===== config.mk =====
export PLATFORM = sky130hd
export DESIGN_NAME = phase_sequencer_flat
export DESIGN_NICKNAME = d
export VERILOG_FILES = /design/src/rtl/seq_pkg.sv /design/src/rtl/phase_sequencer_if.sv /design/src/rtl/phase_sequencer_dwell_timer.sv /design/src/rtl/phase_sequencer.sv /design/src/flat_wrapper.sv
export SDC_FILE = /design/constraint.sdc
export NUM_CORES = 1
export LEC_CHECK = 0
export ABC_AREA = 0
export BUFFER_PORTS_ARGS = -buffer_cell sky130_fd_sc_hd__buf_2
export CORE_UTILIZATION = 35
export CTS_CLUSTER_SIZE = 24
export DETAILED_ROUTE_END_ITERATION = 16
export HOLD_SLACK_MARGIN = 0.06
export SYNTH_ARGS = -nofsm -noshare
export SYNTH_HDL_FRONTEND = slang
export SYNTH_HIERARCHICAL = 1
export SYNTH_SLANG_ARGS = --single-unit

===== constraint.sdc =====
create_clock -name clk -period 2.4 [get_ports clk]
set_input_delay 0.48 -clock clk [delete_from_list [all_inputs] [get_ports clk]]
set_output_delay 0.48 -clock clk [all_outputs]
set_load 0.02 [all_outputs]

===== src/rtl/seq_pkg.sv =====
// Shared types and encodings for the phase sequencer.
package seq_pkg;

    typedef enum logic {
        RUN  = 1'b0,
        DONE = 1'b1
    } seq_state_t;

    localparam logic DIR_UP       = 1'b0;
    localparam logic DIR_DOWN     = 1'b1;
    localparam logic MODE_WRAP    = 1'b0;
    localparam logic MODE_ONESHOT = 1'b1;

endpackage


===== src/rtl/phase_sequencer_if.sv =====
// Control and status bundle of the phase sequencer; master drives controls, slave is the sequencer.
interface phase_sequencer_if #(
    parameter int NUM_PHASES = 3,
    parameter int CNT_W      = 4
);
    localparam int PW = $clog2(NUM_PHASES + 1);

    logic             pause;
    logic             restart;
    logic             dir;
    logic             mode;
    logic             load;
    logic [PW-1:0]    load_val;
    logic [PW-1:0]    phase;
    logic             odd;
    logic             even;
    logic             terminal;
    logic             done;
    logic             load_err;
    logic [CNT_W-1:0] passes;

    modport master (
        output pause, restart, dir, mode, load, load_val,
        input  phase, odd, even, terminal, done, load_err, passes
    );

    modport slave (
        input  pause, restart, dir, mode, load, load_val,
        output phase, odd, even, terminal, done, load_err, passes
    );

endinterface


===== src/rtl/phase_sequencer_dwell_timer.sv =====
// Counts clocks spent in the current phase; expire marks the final clock of the phase.
module dwell_timer #(
    parameter int HOLD = 1
) (
    input  logic clk,
    input  logic rst_n,
    input  logic clr,
    input  logic en,
    output logic expire
);

    if (HOLD == 1) begin : g_single
        // Every clock is the last clock of its phase, so no counter exists.
        logic unused_inputs;
        assign unused_inputs = ^{clk, rst_n, clr, en};
        assign expire = 1'b1;
    end else begin : g_count
        localparam int CW = $clog2(HOLD);
        localparam logic [CW-1:0] LAST = CW'(HOLD - 1);

        logic [CW-1:0] cnt_q, cnt_d;

        always_comb begin
            cnt_d = cnt_q;
            if (clr) begin
                cnt_d = '0;
            end else if (en && cnt_q != LAST) begin
                cnt_d = cnt_q + 1'b1;
            end
        end

        always_ff @(posedge clk or negedge rst_n) begin
            if (!rst_n) begin
                cnt_q <= '0;
            end else begin
                cnt_q <= cnt_d;
            end
        end

        assign expire = (cnt_q == LAST);
    end

endmodule


===== src/rtl/phase_sequencer.sv =====
// Numbered-phase sequencer with hold, pause, restart, direction, one-shot, load and pass counting.
module phase_sequencer
    import seq_pkg::*;
#(
    parameter int NUM_PHASES = 3,
    parameter int HOLD       = 1,
    parameter int CNT_W      = 4
) (
    input logic               clk,
    input logic               rst_n,
    phase_sequencer_if.slave  bus
);

    localparam int PW = $clog2(NUM_PHASES + 1);
    localparam logic [PW-1:0] PH_FIRST = PW'(1);
    localparam logic [PW-1:0] PH_N     = PW'(NUM_PHASES);

    seq_state_t       state_q, state_d;
    logic [PW-1:0]    phase_q, phase_d;
    logic [CNT_W-1:0] passes_q, passes_d;
    logic             load_err_q, load_err_d;

    logic [PW-1:0] start_ph, last_ph;
    logic          run, load_ok, step_en, at_last, expire, dwell_clr;

    dwell_timer #(.HOLD(HOLD)) u_dwell (
        .clk    (clk),
        .rst_n  (rst_n),
        .clr    (dwell_clr),
        .en     (step_en),
        .expire (expire)
    );

    always_comb begin
        // NOTE: every output gets a default first so no path leaves a value unassigned (no latch).
        state_d    = state_q;
        phase_d    = phase_q;
        passes_d   = passes_q;
        load_err_d = 1'b0;
        dwell_clr  = 1'b0;

        start_ph = (bus.dir == DIR_DOWN) ? PH_N : PH_FIRST;
        last_ph  = (bus.dir == DIR_DOWN) ? PH_FIRST : PH_N;
        run      = (state_q == RUN);
        load_ok  = (bus.load_val != '0) && (bus.load_val <= PH_N);
        step_en  = run && !bus.restart && !bus.load && !bus.pause;
        at_last  = (phase_q == last_ph);

        if (bus.restart) begin
            state_d   = RUN;
            phase_d   = start_ph;
            dwell_clr = 1'b1;
        end else if (bus.load) begin
            if (load_ok) begin
                state_d   = RUN;
                phase_d   = bus.load_val;
                dwell_clr = 1'b1;
            end else begin
                load_err_d = 1'b1;
            end
        end else if (step_en && expire) begin
            dwell_clr = 1'b1;
            if (!at_last) begin
                phase_d = (bus.dir == DIR_DOWN) ? phase_q - 1'b1 : phase_q + 1'b1;
            end else begin
                if (passes_q != '1) passes_d = passes_q + 1'b1;
                if (bus.mode == MODE_WRAP) begin
                    phase_d = start_ph;
                end else begin
                    state_d = DONE;
                    phase_d = '0;
                end
            end
        end
    end

    // NOTE: registers use non-blocking assignments so all flops sample the same pre-edge values.
    always_ff @(posedge clk or negedge rst_n) begin
        if (!rst_n) begin
            state_q    <= RUN;
            phase_q    <= PH_FIRST;
            passes_q   <= '0;
            load_err_q <= 1'b0;
        end else begin
            state_q    <= state_d;
            phase_q    <= phase_d;
            passes_q   <= passes_d;
            load_err_q <= load_err_d;
        end
    end

    // A restart in the last phase still closes the pass, though it is not counted.
    assign bus.terminal = run && at_last &&
                          (bus.restart || (!bus.pause && !bus.load && expire));
    assign bus.phase    = phase_q;
    assign bus.odd      = phase_q[0];
    assign bus.even     = (phase_q != '0) && !phase_q[0];
    assign bus.done     = (state_q == DONE);
    assign bus.load_err = load_err_q;
    assign bus.passes   = passes_q;

endmodule


===== src/flat_wrapper.sv =====
// flat-port wrapper written by rule: the top's interface ports become plain ports
module phase_sequencer_flat import seq_pkg::*;
#(
    parameter int NUM_PHASES = 3,
    parameter int HOLD       = 1,
    parameter int CNT_W      = 4
)
  (clk, rst_n, bus_pause, bus_restart, bus_dir, bus_mode, bus_load, bus_load_val, bus_phase, bus_odd, bus_even, bus_terminal, bus_done, bus_load_err, bus_passes);
  phase_sequencer_if #(.NUM_PHASES(NUM_PHASES), .CNT_W(CNT_W)) bus_i ();
  input logic clk;
  input logic rst_n;
  input wire logic [$bits(bus_i.pause)-1:0] bus_pause;
  input wire logic [$bits(bus_i.restart)-1:0] bus_restart;
  input wire logic [$bits(bus_i.dir)-1:0] bus_dir;
  input wire logic [$bits(bus_i.mode)-1:0] bus_mode;
  input wire logic [$bits(bus_i.load)-1:0] bus_load;
  input wire logic [$bits(bus_i.load_val)-1:0] bus_load_val;
  output wire logic [$bits(bus_i.phase)-1:0] bus_phase;
  output wire logic [$bits(bus_i.odd)-1:0] bus_odd;
  output wire logic [$bits(bus_i.even)-1:0] bus_even;
  output wire logic [$bits(bus_i.terminal)-1:0] bus_terminal;
  output wire logic [$bits(bus_i.done)-1:0] bus_done;
  output wire logic [$bits(bus_i.load_err)-1:0] bus_load_err;
  output wire logic [$bits(bus_i.passes)-1:0] bus_passes;
  assign bus_i.pause = bus_pause;
  assign bus_i.restart = bus_restart;
  assign bus_i.dir = bus_dir;
  assign bus_i.mode = bus_mode;
  assign bus_i.load = bus_load;
  assign bus_i.load_val = bus_load_val;
  assign bus_phase = bus_i.phase;
  assign bus_odd = bus_i.odd;
  assign bus_even = bus_i.even;
  assign bus_terminal = bus_i.terminal;
  assign bus_done = bus_i.done;
  assign bus_load_err = bus_i.load_err;
  assign bus_passes = bus_i.passes;
  phase_sequencer #(.NUM_PHASES(NUM_PHASES), .HOLD(HOLD), .CNT_W(CNT_W)) u_core (.clk(clk), .rst_n(rst_n), .bus(bus_i));
endmodule

# ---- After elaboration in Yosys (flattened, before gate mapping)
# Index checks and enable logic that the tools add are counted.
dict set report op_classes {
  reduce_logical 21
  addsub 3
  n_eq_ne 3
  n_mul 0
  order_cmp 1
  shifts 0
  mux 18
  n_bitwise 3
  div 0
}
# operator n
set op_table {}
lappend op_table {{2-bit two-way mux} 9}
lappend op_table {{1-bit two-way mux} 9}
lappend op_table {{3-bit nonzero test} 3}
lappend op_table {{1-bit logical AND} 8}
lappend op_table {{5-bit AND reduction} 1}
lappend op_table {{4-bit by 1-bit adder with 4-bit output, second input constant} 1}
lappend op_table {{1-bit logical NOT} 4}
lappend op_table {{4-bit inequality test, second input constant} 1}
lappend op_table {{4-bit AND reduction} 1}
lappend op_table {{2-bit nonzero test} 2}
lappend op_table {{3-bit by 2-bit inequality test with 1-bit output, second input constant} 1}
lappend op_table {{1-bit inverter} 3}
lappend op_table {{2-bit by 1-bit adder with 2-bit output, second input constant} 1}
lappend op_table {{2-bit equality test} 1}
lappend op_table {{2-bit <= comparator, second input constant} 1}
lappend op_table {{2-bit AND reduction} 1}
lappend op_table {{2-bit by 1-bit subtractor with 2-bit output, second input constant} 1}
lappend op_table {{1-bit logical OR} 1}
dict set report totals {
  out_inout_bits 11
  reg_bits 8
  n_memories 0
  mem_bits_rw 0
  rom_bits 0
  inputBits 9
  elab_cells 53
  latch_bits 0
}

# ---- Longest topological paths before layout
# Gate-level depths: netlist of the first run.
dict set report depth {
  ltp_word 7
  ltp_mapped 6
  ltp_nobuf 6
}

# ---- By module
# The synthesis of the first run kept the hierarchy.
# mod n_inst cells_per_inst area_per_inst_um2 seq_area_each_um2
set modules_own_cells {}
lappend modules_own_cells {phase_sequencer 1 53 514.2 201.4}
lappend modules_own_cells {dwell_timer 1 2 11.3 0.0}

# ---- Worst setup path after synthesis of the first run
# OpenSTA, ideal clock, no wires.
dict set report synth_path {
  kind {flip-flop to output port}
  from {reg u_core.phase_q[1] (netlist: u_core/bus.phase[1])}
  to {out bus_terminal}
  n_path_buf 0
  t_arrival_ps 1416
  stages_incl_launch_ff 4
  slack_ps 504
  cell_sequence {dfrtp_1 xor2_1 ha_1 nor3b_1}
}
dict set report synth_between {
  elab_chain_cells 3
}
# item line_no
set synth_lines {}
lappend synth_lines {{start: declaration} phase_sequencer.sv:19} ;# logic [PW-1:0] phase_q, phase_d;
lappend synth_lines {{start signal: assignment} phase_sequencer.sv:86} ;# phase_q <= phase_d;
lappend synth_lines {{2-bit equality test} phase_sequencer.sv:47} ;# at_last = (phase_q == last_ph);
lappend synth_lines {{1-bit logical AND (2 in series)} phase_sequencer.sv:93} ;# assign bus.terminal = run && at_last &&
lappend synth_lines {{end: declaration} flat_wrapper.sv:21} ;# output wire logic [$bits(bus_i.terminal)-1:0] bus_terminal;
# No other way between the ends.

# ---- Final worst setup path of the first run
dict set report layout_path {
  from {reg u_core.phase_q[0] (netlist: u_core/bus.phase[0])}
  to {out bus_terminal}
}
# Same word-level chain as after synthesis.

==> run_results.csv, run 1 <==
group,metric,value,unit
routing,via_per_inst,5.000,
status,outcome,"finished, final reports clean",
global_routing,grtUsageTotal,0.1518,
power_and_ir_drop,peakVddDrop,0.2447,mV
critical_path,critPathCapture,"bus_terminal",
die,rows,13,
critical_path,critPathMaxFanout,6,
place,gp_congestion,0.6893,
critical_path,criticalPathCategory,"flop to primary output",
cts,root_buffer,"clkbuf_4",
routing,met2_length,412,µm
final_layout,final_util,0.4906,
sta,finalSetupTns,0,ns
place,dp_hpwl,737.6,µm
routing,drt-met1-wl,451,µm
cts,cts_buffers,3,
yosys,syn_area,519.2,µm²
global_routing,grt_max_degree,9,
place,buffer_ports.inserted,19,
cts,clkLatencyLatePin,0.25,ns
sta,setup_ws,0.4608,ns
cts,ctsResizeCount,0,
place,placed_area,618.1,µm²
critical_path,ff2ff_setup_slack,0.60,ns
yosys,syn_nets,65,
flow_run,max_cap_violations,0,
routing,met3_length,50,µm
cts,clk_pin_slew,0.06,ns
final_layout,fill_cells,147,
die,ios,20,
sta,hold_viol,0,
power_and_ir_drop,leakage,0.3250,nW
die,chipHeight,40.52,µm
critical_path,cp.required,1.92,ns
critical_path,slowest_delay,0.57,ns
routing,drtPass1Iterations,2,
sta,post-route-period-util,0.8080,
critical_path,r2r_cells,5,
sta,maxSlewViolCount,0,
cts,clockBufferDepth,2,
sta,fin_skew,0.004515,ns
routing,drtAntennaViolNets,0,
final_layout,diodes,0,
cts,h-tree-depth,1,
worst_hold_path,holdCritPathClass,"input pin to flop",
global_routing,antenna_found_initial,0,
critical_path,slowest_stage,"dfstp_2",
yosys,syn_inst,54,
critical_path,crit_path_end_kind,"primary output",
power_and_ir_drop,powerDensity,699.0,mW/mm²
cts,cts_tree,"yes",
critical_path,r2r-start,"u_core/bus.phase[0]$_DFFE_PN1P_",
routing,top_layer,"met4",
die,die_area,0.001641,mm²
die,die_w,40.52,µm
die,start_util,0.3893,
global_routing,gr-total-overflow,0,
routing,drt_iter0_markers,1,
critical_path,r2r-end,"u_core/bus.passes[1]$_DFFE_PN0P_",
critical_path,cp-start-kind,"flop",
sta,fmax,515.7,MHz
routing,wl_per_cell,10.18,µm
routing,routed_wl,926,µm
routing,drc_errors,0,
sta,setup_viol,0,
final_layout,syn2layout_area_growth,26.02,%
final_layout,nNetsFinal,88,
sta,rsz0062_at_grt,"false",
critical_path,cp-startpoint,"u_core/bus.phase[0]$_DFFE_PN1P_",
global_routing,first_global_vias,404,
routing,vias,455,
die,coreArea,0.001334,mm²
yosys,synth_warnings,6,
cts,cts_sinks,8,
critical_path,critPathArrivalTime,1.46,ns
yosys,syn_avg_cell_area,9.616,µm²
final_layout,layout-drive-gt1-share,0.3684,
place,pre_cts_slack,0.4088,ns
final_layout,finish.instance_area,654.4,µm²
critical_path,crit_chain,"ha_1, nor3b_1, buf_2",
sta,fin_crit,1.939,ns
global_routing,grt_pass1_wl,1614,µm
-- metal layers --
metal	vias to the layer above	GRT usage
li1	231	-
met1	206	0.1700
met2	16	0.2540
met3	2	0.01667
met4	0	0.1250
met5	-	0
-- worst max-delay path: cells and delay by family (launching register included) --
| kind | cells | cell delay [ns] |
|---|---|---|
| flip-flops | 1 | 0.57 |
| buffers and inverters | 1 | 0.19 |
| adder cells (fa/ha/maj) | 1 | 0.27 |
| AND/OR/NAND/NOR | 1 | 0.19 |
-- cell usage in the layout (no fill, tap or decap), drive strengths merged --
cell type and n:
a21oi 3, inv 2, nand4 1, nand3b 1, nor2 6, nor3b 1
nor2b 2, or3b 1, nand2b 4, ha 2, nor4b 1, a31oi 2
nor4 1, mux2 3, clkbuf 4, o21ai 4, dfrtp 7, xnor2 1
dfstp 1, buf 19, nand3 3, dlygate4sd3 1, nand2 4, conb 1
xor2 1
-- power by group --
| group | internal [mW] | switching [mW] |
|---|---|---|
| clock network | 0.0635 | 0.0436 |
| registers | 0.161 | 0.0267 |
| logic | 0.0692 | 0.0936 |
| total | 0.294 | 0.164 |
-- registers in the layout (all words and copies together) (netlist names) --
name,cells
u_core/bus.phase,2
u_core/bus.done,1
u_core/bus.passes,4
u_core/bus.load_err,1
-- how the worst min path moves through the flow --
| stage | startpoint | end | slack, ns | cells after the start |
|---|---|---|---|---|
| 5_1_grt | bus_load_val[0] | u_core/bus.load_err$_DFF_PN0_ | 0.43 | 2 |
| 6_report | bus_load_val[1] | u_core/bus.load_err$_DFF_PN0_ | 0.42 | 2 |
| 3_3_place_gp | rst_n | u_core/bus.passes[0]$_DFFE_PN0P_ | 0.33 | 1 |
| 3_5_place_dp | rst_n | u_core/bus.passes[0]$_DFFE_PN0P_ | 0.33 | 1 |
| 4_1_cts | bus_load_val[1] | u_core/bus.load_err$_DFF_PN0_ | 0.41 | 2 |
| 2_1_floorplan | rst_n | u_core/bus.done$_DFFE_PN0P_ | 0.18 | 0 |
-- area by class of cell --
class                      count  area [µm²]  area share
sequential                     8       201.4      0.3078
inverter                       2       7.507     0.01147
multi-input combinational     42       295.3      0.4512
tap                           15       18.77     0.02868
clock buffer                   4       26.28     0.04015
timing repair buffer          20       105.1      0.1606
-- through the flow --
step           hold slack (ns)  total power, mW  instances
2_1_floorplan           0.1844           0.3001         54
3_3_place_gp            0.3310           0.3511         86
3_5_place_dp            0.3283           0.3560         86
4_1_cts                 0.4099           0.4683         91
5_1_grt                 0.4297           0.5012         91
6_report                0.4248           0.4574         91
-- what timing repair did --
action | CTS | global route
setup endpoints to repair | 0 | 0
hold buffers | 1 | 0
buffers inserted | 0 | 0
endpoints found under the hold margin | 4 | 0
(Power assumes the default switching activity.)
==> inputs of run 2 (changes only) <==
- clock period: 2.4 -> 1.6 ns (I/O delays scaled with it)
==> run 2 against run 1 <==
  * Hold slack got worse by 0.049 ns
  * First-iteration DRC count increased to 8.0 times the previous value
  * Sequential share of layout area decreased by 4.5 points
  * Largest cell class unchanged
  * Highest routed layer unchanged
  * Non-clock buffer count increased by 8
  * Critical path type unchanged
  * The flow now finishes with violations (setup timing)
==> run_results.csv, run 2 (synthesized netlist as in run 1, its figures left out) <==
group,metric,value,unit
worst_hold_path,hold_depth,3,
sta,post-route-period-util,1.111,
sta,hold_viol,0,
critical_path,cp-start-kind,"flop",
critical_path,criticalPathCategory,"flop to primary output",
critical_path,critPathArrivalTime,1.46,ns
routing,drc_errors,0,
place,dp_hpwl,876.1,µm
die,coreArea,0.001334,mm²
cts,cts_buffers,3,
power_and_ir_drop,powerDensity,1039,mW/mm²
sta,whs,0.3758,ns
critical_path,r2r_cells,7,
die,die_w,40.52,µm
place,placed_area,696.9,µm²
final_layout,finish.instance_area,770.7,µm²
global_routing,antenna_found_initial,0,
sta,fin_crit,1.778,ns
die,chipHeight,40.52,µm
routing,drtAntennaViolNets,0,
routing,drtPass1Iterations,4,
power_and_ir_drop,leakage,0.3814,nW
global_routing,grtUsageTotal,0.1735,
die,start_util,0.3893,
final_layout,largest_reg_flops,4,
status,outcome,"finished with violations",
cts,root_buffer,"clkbuf_4",
place,buffer_ports.inserted,19,
cts,h-tree-depth,1,
status,violations,"setup timing",
sta,fmax,562.5,MHz
global_routing,gr-total-overflow,0,
cts,clockBufferDepth,2,
die,ios,20,
critical_path,crit_path_end_kind,"primary output",
final_layout,final_cells,99,
routing,wl_per_cell,12.20,µm
critical_path,critPathMaxFanout,5,
final_layout,nNetsFinal,96,
worst_hold_path,worstHoldStart,"bus_load_val[1]",
cts,cts_tree,"yes",
worst_hold_path,hold_end,"u_core/bus.load_err$_DFF_PN0_",
cts,cts_sinks,8,
final_layout,layout-drive-gt1-share,0.5119,
final_layout,final_util,0.5779,
die,rows,13,
final_layout,layout_commonest_cell,"buf_2",
sta,rsz0062_at_grt,"true",
routing,routed_wl,1208,µm
routing,vias,492,
global_routing,grt_pass1_wl,1780,µm
routing,drt_iter0_markers,8,
worst_hold_path,holdCritPathClass,"input pin to flop",
critical_path,r2r-start,"u_core/bus.phase[1]$_DFFE_PN0P_",
critical_path,cp.required,1.28,ns
final_layout,syn2layout_area_growth,48.43,%
critical_path,r2r-end,"u_core/bus.passes[3]$_DFFE_PN0P_",
global_routing,first_global_vias,402,
global_routing,grt_max_degree,9,
die,die_area,0.001641,mm²
routing,via_per_inst,4.970,
sta,fin_skew,0.01017,ns
place,placedCellCount,92,
final_layout,final_cell_mix,"buf_2, buf_4, nor2_1, dfrtp_1",
place,gp_congestion,0.7826,
flow_run,max_cap_violations,0,
power_and_ir_drop,power.total,0.8005,mW
sta,maxSlewViolCount,0,
sta,setup_ws,-0.1777,ns
final_layout,diodes,0,
power_and_ir_drop,peakVddDrop,0.4254,mV
critical_path,ff2ff_setup_slack,-0.13,ns
sta,setup_viol,4,
cts,clk_pin_slew,0.06,ns
final_layout,fill_cells,120,
cts,clkLatencyLatePin,0.27,ns
## run 2: area by class of cell
type | count | area [µm²] | area share
Multi-Input combinational cell | 42 | 335.3 | 0.4351
Sequential cell | 8 | 202.7 | 0.2630
Timing Repair Buffer | 28 | 180.2 | 0.2338
Clock buffer | 4 | 26.28 | 0.03409
Tap cell | 15 | 18.77 | 0.02435
Inverter | 2 | 7.507 | 0.009740
## run 2: critical path: stages (launching register included)
cell and delay (ns):
dfrtp_2 0.42, xor2_2 0.16, ha_4 0.19, buf_4 0.13, nor3b_2 0.14, buf_4 0.16
## run 2: per-layer routing
| layer | global-route usage | vias up | share of wire |
|---|---|---|---|
| met5 | 0 | - | 0 |
| met4 | 0.1000 | 0 | 0.013 |
| met3 | 0.03333 | 2 | 0.016 |
| met2 | 0.2659 | 9 | 0.48 |
| met1 | 0.2233 | 235 | 0.49 |
| li1 | - | 246 | - |
## run 2: power breakdown
group	switching, mW	leakage [nW]	internal [mW]
Combinational	0.171	0.264	0.167
Clock	0.0827	0.0150	0.0961
Sequential	0.0418	0.102	0.242
Total	0.295	0.381	0.505
## run 2: how the worst max path moves through the flow
stage	end	start	slack (ns)	depth (start not counted)
5_1_grt	bus_terminal	u_core/bus.phase[1]$_DFFE_PN0P_	-0.25	5
6_report	bus_terminal	u_core/bus.phase[1]$_DFFE_PN0P_	-0.18	5
4_1_cts	bus_terminal	u_core/bus.phase[1]$_DFFE_PN0P_	-0.19	5
3_3_place_gp	u_core/bus.passes[3]$_DFFE_PN0P_	bus_dir	-0.04	7
3_5_place_dp	u_core/bus.passes[3]$_DFFE_PN0P_	bus_dir	-0.13	7
2_1_floorplan	u_core/bus.passes[3]$_DFFE_PN0P_	u_core/bus.phase[0]$_DFFE_PN1P_	-0.03	5
## run 2: metrics by stage
| stage | setup TNS [ns] | worst slack [ns] |
|---|---|---|
| 3_5_place_dp | -0.2547 | -0.1293 |
| 2_1_floorplan | -0.03898 | -0.02500 |
| 6_report | -0.4825 | -0.1777 |
| 3_3_place_gp | -0.03927 | -0.03927 |
| 5_1_grt | -0.9381 | -0.2525 |
| 4_1_cts | -0.5062 | -0.1946 |
## run 2: repair_timing
action                     in CTS  in global routing
resized for setup               2                  1
setup endpoints to repair       3                  6
hold buffers                    1                  0
hold endpoints to repair        7                  0
setup buffers                   1                  1
pin swaps                       2                  4
